**src/rtl/programmable_clock_divider.sv**
```systemverilog
// programmable_clock_divider: run-time programmable high/low phase clock divider with
// glitch-free shadow reload at period boundaries and fast-clock edge strobes.
module programmable_clock_divider #(
    parameter int WIDTH     = 6,
    parameter int INIT_HIGH = 1,
    parameter int INIT_LOW  = 1,
    parameter int NEGEDGE   = 1
) (
    input  logic             clock_in,
    input  logic             reset,
    input  logic             enable,
    input  logic             load,
    input  logic [WIDTH-1:0] high_count,
    input  logic [WIDTH-1:0] low_count,
    output logic             clock_out,
    output logic             rise_tick,
    output logic             fall_tick,
    output logic             load_ack,
    output logic [WIDTH-1:0] phase_count,
    output logic             running
);
    typedef enum logic [1:0] {IDLE, HIGH, LOW} state_t;
    state_t state, state_n;
    logic clk, pending, start, clock_n, rise_n, fall_n;
    logic [WIDTH-1:0] active_high, active_low, shadow_high, shadow_low, counter_n;
    assign clk = (NEGEDGE != 0) ? ~clock_in : clock_in;
    // start covers both the IDLE launch and the enabled period boundary
    always_comb begin
        state_n   = state;
        counter_n = phase_count + 1'b1;
        clock_n   = clock_out;
        rise_n    = 1'b0;
        fall_n    = 1'b0;
        start     = 1'b0;
        case (state)
            IDLE: begin
                counter_n = '0;
                start     = enable;
            end
            HIGH: if (phase_count == active_high) begin
                state_n   = LOW;
                counter_n = '0;
                clock_n   = 1'b0;
                fall_n    = 1'b1;
            end
            default: if (phase_count == active_low) begin
                state_n   = IDLE;
                counter_n = '0;
                clock_n   = 1'b0;
                start     = enable;
            end
        endcase
        if (start) begin
            state_n = HIGH;
            clock_n = 1'b1;
            rise_n  = 1'b1;
        end
    end
    always_ff @(posedge clk or posedge reset) begin
        if (reset) begin
            state       <= IDLE;
            phase_count <= '0;
            clock_out   <= 1'b0;
            rise_tick   <= 1'b0;
            fall_tick   <= 1'b0;
            load_ack    <= 1'b0;
            running     <= 1'b0;
            pending     <= 1'b0;
            active_high <= WIDTH'(INIT_HIGH);
            active_low  <= WIDTH'(INIT_LOW);
            shadow_high <= WIDTH'(INIT_HIGH);
            shadow_low  <= WIDTH'(INIT_LOW);
        end else begin
            state       <= state_n;
            phase_count <= counter_n;
            clock_out   <= clock_n;
            rise_tick   <= rise_n;
            fall_tick   <= fall_n;
            running     <= state_n != IDLE;
            load_ack    <= start && pending;
            // a load coinciding with a transfer is held for the following boundary
            pending     <= load || (pending && !start);
            if (start && pending) begin
                active_high <= shadow_high;
                active_low  <= shadow_low;
            end
            if (load) begin
                shadow_high <= high_count;
                shadow_low  <= low_count;
            end
        end
    end
endmodule
```
**config.mk**
```make
export PLATFORM = sky130hd
export DESIGN_NAME = programmable_clock_divider
export DESIGN_NICKNAME = d
export VERILOG_FILES = /design/src/rtl/programmable_clock_divider.sv
export SDC_FILE = /design/constraint.sdc
export NUM_CORES = 1
export LEC_CHECK = 0
export ABC_AREA = 1
export CAP_MARGIN = 20
export CORE_AREA = 2 2 57 59
export DETAILED_ROUTE_END_ITERATION = 10
export DIE_AREA = 0 0 59 61
export DONT_BUFFER_PORTS = 1
export GPL_TIMING_DRIVEN = 0
export PLACE_DENSITY_LB_ADDON = 0.3
export SKIP_LAST_GASP = 1
export SYNTH_ARGS = -nofsm -noshare
export SYNTH_HDL_FRONTEND = slang
export SYNTH_SLANG_ARGS = --single-unit
```
**constraint.sdc**
```tcl
create_clock -name clock_in -period 3.71 [get_ports clock_in]
set_input_delay 0.371 -clock clock_in [delete_from_list [all_inputs] [get_ports clock_in]]
set_output_delay 0.371 -clock clock_in [all_outputs]
set_load 0.005 [all_outputs]
```
==> flow_summary.ini <==
[floorplanning]
start_util = 0.5903
core_mm2 = 0.002953
floorplan.io_pins = 27
dieWidth_um = 59
rows = 20
die_h_um = 61
dieArea_mm2 = 0.003599

[critical_path]
worstSetupStartpoint = phase_count[2]$_DFF_NP0_
worstPathRequired_ns = 3.34
r2r_setup_slack_ns = 2.12
setup.worst_path.end = phase_count[2]
worstRegToRegCells = 10
arrival_ns = 2.76
worstSetupPathType = reg2out
timing.rr.start = phase_count[0]$_DFF_NP0_
critPathCaptureType = output pin
worst_setup_path_start_kind = flip-flop
r2r_end = active_high[1]$_DFFE_NP0P_
crit_cells = 0
cp_max_fo = 7

[route]
met1_length_um = 1333
firstDrtPassIters = 4
wl_met3_um = 126
vias = 1299
drt-initial-drc-count = 35
wire_per_inst_um = 10.79
dr.max_layer_used = met4
antenna_left = 0
wl_um = 2837
drc = 0
wl_met2_um = 1342
vias_per_cell = 4.939

[synth]
synthCells = 218
syn_area_per_cell_um2 = 7.995
synth_area_mm2 = 0.001743
yosysWarningCount = 0
yosysSeqAreaShare = 0.5485
synth.distinct_cells = 22
syn_nets = 235
ys_ff_latch = 38

[power]
powerDensity_mw_per_mm2 = 715.4
seqPwrFrac = 0.462
clkPwrFrac = 0.242
combPwrFrac = 0.296
internal_power_mw = 0.8827
switching_share = 0.3575
power.leakage_nw = 1.074
power_switching_mw = 0.4912
peakVddDrop_mv = 0.3477

[cts]
postCtsSetupRepairBufs = 0
root_buffer = clkbuf_4
cts_buffers = 5
clock-sinks = 38
path_clk_slew_ns = 0.07
clk_latency_ns = 0.39
ctsHoldBuffers = 0
clockBufferDepth = 2
cts_tree = done
cts_resized = 0
htreeDepth = 2

[sta]
setup_violations = 0
timing.final.hold_violations = 0
maxSlewViolCount = 0
worst_pin_slew_ns = 0.6463
tns_ns = 0
rsz0062_at_grt = false
slew_headroom = 0.5686
finalClockSkew_ns = 0.06924

[cells_and_area]
final_cell_mix = 105 x nand2_1, 34 x dfrtn_1, 27 x inv_1
layout.nets = 246
final_util = 0.6504
multi_input_area_um2 = 654.4
drive_gt1_frac = 0.1000
syn2layout_area_growth_pct = 10.19
diodes = 0
regArea_um2 = 955.9
layout_commonest_cell = nand2_1
fill_cells = 273

[flow_run]
maxCapViolations = 0

[placed_design]
port_buffers = 0
finalWeightedCongestion = 0.7687
hpwl_um = 2206

[global_route]
grt_max_degree = 24
first_global_vias = 1155
gr-total-overflow = 0
grt_pass1_wl_um = 4836
track_usage = 0.1874
antenna_found_initial = 0

[status]
status = finished clean

[hold_path]
hold_path_class = reg2reg
## state kept, by name, summed over array words and instances, names as in the netlist
name	cells
load_ack	1
active_low	6
clock_out	1
shadow_low	6
shadow_high	6
active_high	6
rise_tick	1
state	2
running	1
fall_tick	1
pending	1
phase_count	6
## metrics by stage
step	power (mW)	hold slack [ns]	cells	area [um2]	worst slack, ns
6_report	1.374	0.4220	263	1921	0.5814
3_5_place_dp	1.062	0.4213	252	1812	0.6386
4_1_cts	1.389	0.4241	263	1921	0.5664
3_3_place_gp	1.045	0.4175	251	1784	0.3867
2_1_floorplan	0.9707	0.4028	218	1743	0.7216
5_1_grt	1.493	0.4677	263	1921	0.5493
## cells by family after synthesis
kind of cell    count (synthesis)  share of synthesized area
buf+inv                        32                    0.07610
flops                          38                     0.5485
fa+ha+maj                       1                   0.007178
compound gates                  4                    0.01292
xor+xnor                        3                    0.01508
simple gates                  140                     0.3403
## worst min-delay path by stage
stage | start | endpoint | slack [ns] | cells past startpoint
2_1_floorplan | shadow_low[1]$_DFFE_NP0P_ | shadow_low[1]$_DFFE_NP0P_ | 0.40 | 2
6_report | shadow_low[1]$_DFFE_NP0P_ | shadow_low[1]$_DFFE_NP0P_ | 0.42 | 2
3_3_place_gp | shadow_low[5]$_DFFE_NP0P_ | shadow_low[5]$_DFFE_NP0P_ | 0.42 | 2
5_1_grt | shadow_high[1]$_DFFE_NP0P_ | shadow_high[1]$_DFFE_NP0P_ | 0.47 | 2
4_1_cts | shadow_low[1]$_DFFE_NP0P_ | shadow_low[1]$_DFFE_NP0P_ | 0.42 | 2
3_5_place_dp | shadow_low[1]$_DFFE_NP0P_ | shadow_low[1]$_DFFE_NP0P_ | 0.42 | 2
## synth_stat cells
library cell  count  area, um2
xor2_1            2      17.52
nor2_1           14      52.55
nand3_1           4      20.02
o21ai_0           2      10.01
nand3_2           1      10.01
nand2_1         105      394.1
inv_2             2      7.510
buf_2             1      5.000
buf_4             1      7.510
buf_6             1      11.26
clkbuf_1          3      11.26
dfrtn_1          34      850.8
nor2_2            2      12.51
inv_1            24      90.09
o211ai_1          1      7.510
o21ai_1           1      5.000
nand2_4           1      11.26
nand4_1          12      75.07
xnor2_1           1      8.760
ha_1              1      12.51
dfstp_2           4      105.1
nand3_4           1      17.52
## cell type report
class | count | share of cell area
flip-flops and latches | 38 | 0.4977
multi-input cells | 148 | 0.3407
inverters | 25 | 0.04886
clock buffers | 6 | 0.03257
clock inverters | 6 | 0.02606
well taps | 33 | 0.02150
plain buffers | 6 | 0.01824
repair buffers | 1 | 0.01433
## power by group through the flow
| stage | Clock (mW) | Combinational [mW] | Sequential, mW |
|---|---|---|---|
| floorplan | 0.00839 | 0.343 | 0.620 |
| global placement | 0.00839 | 0.397 | 0.639 |
| detailed placement | 0.00839 | 0.412 | 0.642 |
| CTS | 0.340 | 0.414 | 0.635 |
| global route | 0.355 | 0.482 | 0.656 |
| finish | 0.332 | 0.407 | 0.635 |
## routing by layer
| metal | GRT usage | vias up |
|---|---|---|
| li1 | - | 690 |
| met1 | 0.2355 | 578 |
| met2 | 0.3000 | 27 |
| met3 | 0.06183 | 4 |
| met4 | 0.07792 | 0 |
| met5 | 0 | - |
No activity file was read; power rests on OpenSTA's default activity.
